==> src/rtl/seq_pipeline_controller_if.sv <==
// Pipeline hazard/halt control bundle between the pipeline stages and the
// sequencing controller. The stage side (master) drives the events; the
// controller (slave) returns the stall/flush/halt controls and status.
interface seq_pipeline_controller_if #(
    parameter int MC_CNT_WIDTH = 4,
    parameter int STAT_WIDTH   = 16
);
    // Events raised by the pipeline stages
    logic                    i_halt_instr;
    logic                    i_resume;
    logic                    i_branch_taken;
    logic                    i_mc_start;
    logic [MC_CNT_WIDTH-1:0] i_mc_cycles;
    logic                    i_load_use;
    logic                    i_clr_stats;

    // Controls and status returned by the controller
    logic                    o_front_halt;
    logic                    o_decode_bubble;
    logic                    o_flush;
    logic                    o_sys_halt;
    logic                    o_halted;
    logic [1:0]              o_state;
    logic [STAT_WIDTH-1:0]   o_stall_cycles;

    modport master (
        output i_halt_instr, i_resume, i_branch_taken, i_mc_start,
               i_mc_cycles, i_load_use, i_clr_stats,
        input  o_front_halt, o_decode_bubble, o_flush, o_sys_halt,
               o_halted, o_state, o_stall_cycles
    );

    modport slave (
        input  i_halt_instr, i_resume, i_branch_taken, i_mc_start,
               i_mc_cycles, i_load_use, i_clr_stats,
        output o_front_halt, o_decode_bubble, o_flush, o_sys_halt,
               o_halted, o_state, o_stall_cycles
    );
endinterface

==> src/rtl/seq_pipeline_controller.sv <==
// Sequencing controller for an in-order pipeline: resolves branch flushes,
// multi-cycle execute stalls, HALT instructions and load-use bubbles, and
// counts front-end stall cycles. Event priority in RUN is
// branch > multi-cycle start > halt > load-use.
// There is no valid/ready handshake here: every event input is a level
// sampled each cycle and the control outputs are combinational from the
// current state and those inputs, so the stages see them in the same cycle.
module seq_pipeline_controller #(
    parameter int MC_CNT_WIDTH = 4,
    parameter int STAT_WIDTH   = 16
) (
    input  logic                    i_clk,
    input  logic                    i_rst_n,
    seq_pipeline_controller_if.slave ctl
);

    typedef enum logic [1:0] {
        ST_RUN     = 2'd0,
        ST_MC_WAIT = 2'd1,
        ST_HALTED  = 2'd2,
        ST_ILLEGAL = 2'd3
    } state_t;

    state_t                  state_q, state_d;
    logic [MC_CNT_WIDTH-1:0] cnt_q, cnt_d;
    logic                    pend_q, pend_d;
    logic [STAT_WIDTH-1:0]   stats_q;

    logic front_halt, decode_bubble, flush, sys_halt, halted;

    // State, multi-cycle down-counter and pending-halt flag registers
    always_ff @(posedge i_clk or negedge i_rst_n) begin
        if (!i_rst_n) begin
            state_q <= ST_RUN;
            cnt_q   <= '0;
            pend_q  <= 1'b0;
        end else begin
            state_q <= state_d;
            cnt_q   <= cnt_d;
            pend_q  <= pend_d;
        end
    end

    // Next-state and control decode; the counter holds remaining wait
    // cycles minus one, so the cycle it reads zero is the last MC_WAIT cycle
    always_comb begin
        state_d       = state_q;
        cnt_d         = cnt_q;
        pend_d        = pend_q;
        front_halt    = 1'b0;
        decode_bubble = 1'b0;
        flush         = 1'b0;
        sys_halt      = 1'b0;
        halted        = 1'b0;
        case (state_q)
            ST_RUN: begin
                if (ctl.i_branch_taken) begin
                    flush = 1'b1;
                end else if (ctl.i_mc_start &&
                             (ctl.i_mc_cycles > MC_CNT_WIDTH'(1))) begin
                    front_halt = 1'b1;
                    state_d    = ST_MC_WAIT;
                    cnt_d      = ctl.i_mc_cycles - MC_CNT_WIDTH'(2);
                    pend_d     = ctl.i_halt_instr;
                end else if (ctl.i_halt_instr) begin
                    front_halt    = 1'b1;
                    decode_bubble = 1'b1;
                    state_d       = ST_HALTED;
                    pend_d        = 1'b0;
                end else if (ctl.i_load_use) begin
                    front_halt    = 1'b1;
                    decode_bubble = 1'b1;
                end
            end
            ST_MC_WAIT: begin
                front_halt = 1'b1;
                sys_halt   = 1'b1;
                if (cnt_q != '0) begin
                    cnt_d = cnt_q - MC_CNT_WIDTH'(1);
                end else if (pend_q) begin
                    state_d = ST_HALTED;
                    pend_d  = 1'b0;
                end else begin
                    state_d = ST_RUN;
                end
            end
            ST_HALTED: begin
                front_halt = 1'b1;
                sys_halt   = 1'b1;
                halted     = 1'b1;
                pend_d     = 1'b0;
                if (ctl.i_resume) begin
                    state_d = ST_RUN;
                end
            end
            default: begin
                // Unreachable encoding: all controls idle, recover to RUN
                state_d = ST_RUN;
                cnt_d   = '0;
                pend_d  = 1'b0;
            end
        endcase
    end

    // Saturating count of front-end stall cycles; clear beats increment
    always_ff @(posedge i_clk or negedge i_rst_n) begin
        if (!i_rst_n) begin
            stats_q <= '0;
        end else if (ctl.i_clr_stats) begin
            stats_q <= '0;
        end else if (front_halt && (stats_q != {STAT_WIDTH{1'b1}})) begin
            stats_q <= stats_q + STAT_WIDTH'(1);
        end
    end

    assign ctl.o_front_halt    = front_halt;
    assign ctl.o_decode_bubble = decode_bubble;
    assign ctl.o_flush         = flush;
    assign ctl.o_sys_halt      = sys_halt;
    assign ctl.o_halted        = halted;
    assign ctl.o_state         = state_q;
    assign ctl.o_stall_cycles  = stats_q;

endmodule

==> src/flat_wrapper.sv <==
// flat-port wrapper written by rule: the top's interface ports become plain ports
module seq_pipeline_controller_flat 
#(
    parameter int MC_CNT_WIDTH = 4,
    parameter int STAT_WIDTH   = 16
)
  (i_clk, i_rst_n, ctl_i_halt_instr, ctl_i_resume, ctl_i_branch_taken, ctl_i_mc_start, ctl_i_mc_cycles, ctl_i_load_use, ctl_i_clr_stats, ctl_o_front_halt, ctl_o_decode_bubble, ctl_o_flush, ctl_o_sys_halt, ctl_o_halted, ctl_o_state, ctl_o_stall_cycles);
  seq_pipeline_controller_if #(.MC_CNT_WIDTH(MC_CNT_WIDTH), .STAT_WIDTH(STAT_WIDTH)) ctl_i ();
  input  logic i_clk;
  input  logic i_rst_n;
  input wire logic [$bits(ctl_i.i_halt_instr)-1:0] ctl_i_halt_instr;
  input wire logic [$bits(ctl_i.i_resume)-1:0] ctl_i_resume;
  input wire logic [$bits(ctl_i.i_branch_taken)-1:0] ctl_i_branch_taken;
  input wire logic [$bits(ctl_i.i_mc_start)-1:0] ctl_i_mc_start;
  input wire logic [$bits(ctl_i.i_mc_cycles)-1:0] ctl_i_mc_cycles;
  input wire logic [$bits(ctl_i.i_load_use)-1:0] ctl_i_load_use;
  input wire logic [$bits(ctl_i.i_clr_stats)-1:0] ctl_i_clr_stats;
  output wire logic [$bits(ctl_i.o_front_halt)-1:0] ctl_o_front_halt;
  output wire logic [$bits(ctl_i.o_decode_bubble)-1:0] ctl_o_decode_bubble;
  output wire logic [$bits(ctl_i.o_flush)-1:0] ctl_o_flush;
  output wire logic [$bits(ctl_i.o_sys_halt)-1:0] ctl_o_sys_halt;
  output wire logic [$bits(ctl_i.o_halted)-1:0] ctl_o_halted;
  output wire logic [$bits(ctl_i.o_state)-1:0] ctl_o_state;
  output wire logic [$bits(ctl_i.o_stall_cycles)-1:0] ctl_o_stall_cycles;
  assign ctl_i.i_halt_instr = ctl_i_halt_instr;
  assign ctl_i.i_resume = ctl_i_resume;
  assign ctl_i.i_branch_taken = ctl_i_branch_taken;
  assign ctl_i.i_mc_start = ctl_i_mc_start;
  assign ctl_i.i_mc_cycles = ctl_i_mc_cycles;
  assign ctl_i.i_load_use = ctl_i_load_use;
  assign ctl_i.i_clr_stats = ctl_i_clr_stats;
  assign ctl_o_front_halt = ctl_i.o_front_halt;
  assign ctl_o_decode_bubble = ctl_i.o_decode_bubble;
  assign ctl_o_flush = ctl_i.o_flush;
  assign ctl_o_sys_halt = ctl_i.o_sys_halt;
  assign ctl_o_halted = ctl_i.o_halted;
  assign ctl_o_state = ctl_i.o_state;
  assign ctl_o_stall_cycles = ctl_i.o_stall_cycles;
  seq_pipeline_controller #(.MC_CNT_WIDTH(MC_CNT_WIDTH), .STAT_WIDTH(STAT_WIDTH)) u_core (.i_clk(i_clk), .i_rst_n(i_rst_n), .ctl(ctl_i));
endmodule
==> config.mk <==
export PLATFORM = sky130hd
export DESIGN_NAME = seq_pipeline_controller_flat
export DESIGN_NICKNAME = d
export VERILOG_FILES = /design/src/rtl/seq_pipeline_controller_if.sv /design/src/rtl/seq_pipeline_controller.sv /design/src/flat_wrapper.sv
export SDC_FILE = /design/constraint.sdc
export NUM_CORES = 1
export LEC_CHECK = 0
export BUFFER_PORTS_ARGS = -buffer_cell sky130_fd_sc_hd__buf_4
export CORE_ASPECT_RATIO = 0.9
export CORE_MARGIN = 2
export CORE_UTILIZATION = 50
export DETAILED_ROUTE_END_ITERATION = 6
export GPL_TIMING_DRIVEN = 0
export PLACE_DENSITY_LB_ADDON = 0.25
export SYNTH_ARGS = -nofsm -noshare
export SYNTH_HDL_FRONTEND = slang
export SYNTH_SLANG_ARGS = --single-unit
==> constraint.sdc <==
create_clock -name i_clk -period 6.1 [get_ports i_clk]
set_input_delay 1.83 -clock i_clk [delete_from_list [all_inputs] [get_ports i_clk]]
set_output_delay 1.83 -clock i_clk [all_outputs]
set_load 0.03 [all_outputs]
==> results.md <==
* H-tree depth at 1
* Largest net degree at the start of global routing at 24
* Seq pwr share at 0.291
* Register area share after synthesis at 0.3827
* Synth cell types at 45
* Hold path cells at 2
* Switching pwr at 0.3446 mW
* Post-detail-place hpwl at 2675 µm
* PostCTS Resize Cnt at 0
* Final hold slack at 0.5793 ns
* # IOs at 35
* Die width at 61.81 µm
* Ys Warns at 0
* Clk pwr share at 0.099
* Final setup skew at 0.01304 ns
* Switching share of power at 0.4811
* VDD IR max at 0.3392 mV
* Mux contribution to synthesized area at 0.02912
* Initial Utilization at 0.5342
* Gr usage total at 0.2186
* Antenna cells at 0
* CP max FO at 6
* Worst Setup Start Kind: input pin
* Tcrit/Tclk final at 0.8294
* Fmax at 0.1976 GHz
* CTS tree: done
* Simple-Gate Fraction of Synth Area at 0.2246
* Int Pwr at 0.3716 mW
* Root Driver: clkbuf_4
* Worst-Margin Slew at 0.7015 ns
* Antenna viol nets, final at 0
* Area grow syn2layout at 22.13%
* Placer congestion estimate at 0.7947
* Total wire length at 3403 µm
* Layout net count at 221
* Share of the synthesized area in the top cell type at 0.3827
* Critical Path AT at 3.23 ns
* Avg Synthesized Cell Area at 9.227 µm²
* Synth area leader: dfrtp_1
* Vias in the first global route at 1,329
* Vias/cell at 5.656
* Clock Tree Buf Depth at 2
* Largest family of logic cells by synthesized area: simple AND/OR/NAND/NOR gates
* Status: completed
* Clk slew on worst S/H paths at 0.13 ns
* Min-delay worst type: flop to flop
* Leakage Power at 0.8723 nW
* Setup TNS at 0 ns
* Core area at 0.002815 mm²
* Final core utilization at 0.6524
* Adder-cell share of the synthesized area at 0.05824
* Reg2Reg Depth at 7
* Final hold viol count at 0
* CP endpoint kind: output port
* Initial antenna violation count at 0
* CTS Sinks at 23
* Port Buf Inserts at 34
* Complex-gate fraction of the synthesized area at 0.1947
* WL/cell at 14.12 µm
* Pre-antenna DRT Iters at 4
* Die ar. at 0.003463 mm²
* Share of cells above drive strength 1 at 0.2836
* Clock latency at the later pin of the worst-skew pair at 0.32 ns
* Worst rel slew slack at 0.5202
* Vias at 1,363
* Rows at 18
* Setup bufs post-CTS at 0
* Worst Path Required at 4.27 ns
* Post-Syn Instances at 163
* First-pass GRT wire length at 5809 µm
* Top_reg_cell synth: dfrtp_1
* XOR/XNOR share of the synthesized area at 0.04077
* Area contributors post-synth: dfrtp_1 (38%), ha_1 (5.8%), inv_1 (4.2%), a21oi_1 (4.0%), xnor2_1 (3.5%)
* DR iter-0 viols at 36
* Crit Path Category: input pin to output port
* Post-synth EDFFs at 0
* DRC viols at 0
* Synth Register Bits at 23
* Final setup violation count at 0
* Syn Std Cell Area at 0.001504 mm²
* Total of max-cap violations at 0
* Syn Nets at 182
* Unrepaired setup endpoints after global routing: false
* Cts hold-fix bufs at 0
* Comb pwr share at 0.610
* PD cells at 389.9 mW/mm²
* Slew Limit Fails at 0
* Die H at 56.03 µm
* CTS buffer count at 3
* Asr flop ratio synth at 1.000
* Gr ovfl total at 0
* Fin crit period at 5.060 ns
## worst max-delay path, stage by stage
cell      delay [ns]
buf_4           0.12
or3_4           0.40
a221oi_4        0.42
or2_2           0.21
inv_1           0.07
buf_4           0.17
## Yosys cell counts, types with 2 or more instances
master,instances
a21oi_1,12
nor2_1,13
xnor2_1,6
a221oi_1,3
dfrtp_1,23
nand3b_1,2
nand2_1,8
nand3_1,7
and3_1,7
or2_2,2
a2111oi_0,2
o31ai_1,2
nor3_1,4
mux2_2,3
and2_1,2
o21ai_0,8
buf_6,2
inv_1,17
nand4_1,4
nor2b_1,3
a31o_2,3
ha_1,7
## placed cells by master, fill, tap and decap left out, types with 6 or more instances in the layout
cell and n:
buf_4 34, dfrtp_1 23, inv_1 17, nor2_1 13, a21oi_1 12, o21ai_0 8, nand2_1 8, and3_1 7
nand3_1 7, ha_1 7, xnor2_1 6
## state kept, by name, summed over array words and instances (netlist names)
| signal | count |
|---|---|
| u_core.cnt_q | 4 |
| u_core.pend_q | 1 |
| u_core.ctl.o_state | 2 |
| u_core.ctl.o_stall_cycles | 16 |
## cell type report
class,count,area [µm²]
tap,40,50.05
fill,248,978.4
clock inverter,1,5.005
buffer,5,41.29
timing repair buffer,34,255.2
inverter,17,63.81
clock buffer,3,22.52
multi-input combinational,118,823.3
sequential,23,575.6
## routing by layer
metal / vias to the layer above / wire [µm] / GRT usage
met3: 6 / 129 / 0.05116
met5: - / 0 / 0
met4: 0 / 36 / 0.04559
met1: 666 / 1562 / 0.2820
li1: 663 / - / -
met2: 28 / 1674 / 0.3654
## cells by family (layout without fill, tap and decap cells)
family	Yosys count	after routing
AO/OA/AOI/OAI	39	39
XOR/XNOR	7	7
adder cells (fa/ha/maj)	7	7
buffers and inverters	22	60
flip-flops	23	23
multiplexers	4	4
AND/OR/NAND/NOR	61	61
## final timing paths
kind                                                          start                                        end  slack (ns)
setup / recovery                                 ctl_i_mc_cycles[2]                           ctl_o_front_halt        1.04
setup reg to reg           u_core.ctl.o_stall_cycles[0]$_DFFE_PN0P_   u_core.ctl.o_stall_cycles[4]$_DFFE_PN0P_        3.83
max in group asynchronous                                   i_rst_n   u_core.ctl.o_stall_cycles[6]$_DFFE_PN0P_        4.48
hold reg to reg                         u_core.cnt_q[3]$_DFFE_PN0P_                u_core.cnt_q[3]$_DFFE_PN0P_        0.58
hold / removal                          u_core.cnt_q[3]$_DFFE_PN0P_                u_core.cnt_q[3]$_DFFE_PN0P_        0.58
min in group asynchronous                                   i_rst_n  u_core.ctl.o_stall_cycles[13]$_DFFE_PN0P_        1.37
## per-stage QoR
stage	setup WS, ns	std cells	instance area (µm²)	total power [mW]
floorplan	1.364	163	1504	0.5216
global placement	1.077	237	1809	0.6274
detailed placement	1.047	237	1809	0.6463
CTS	1.045	241	1837	0.7183
global route	0.9541	241	1837	0.7697
finish	1.040	241	1837	0.7161
## power by group through the flow
| stage | Clock [mW] | Sequential (mW) | Combinational [mW] |
|---|---|---|---|
| floorplan | 0 | 0.232 | 0.290 |
| global placement | 0 | 0.209 | 0.419 |
| detailed placement | 0 | 0.211 | 0.435 |
| CTS | 0.0734 | 0.208 | 0.437 |
| global route | 0.0785 | 0.212 | 0.479 |
| finish | 0.0711 | 0.208 | 0.437 |
(Power assumes the default switching activity.)
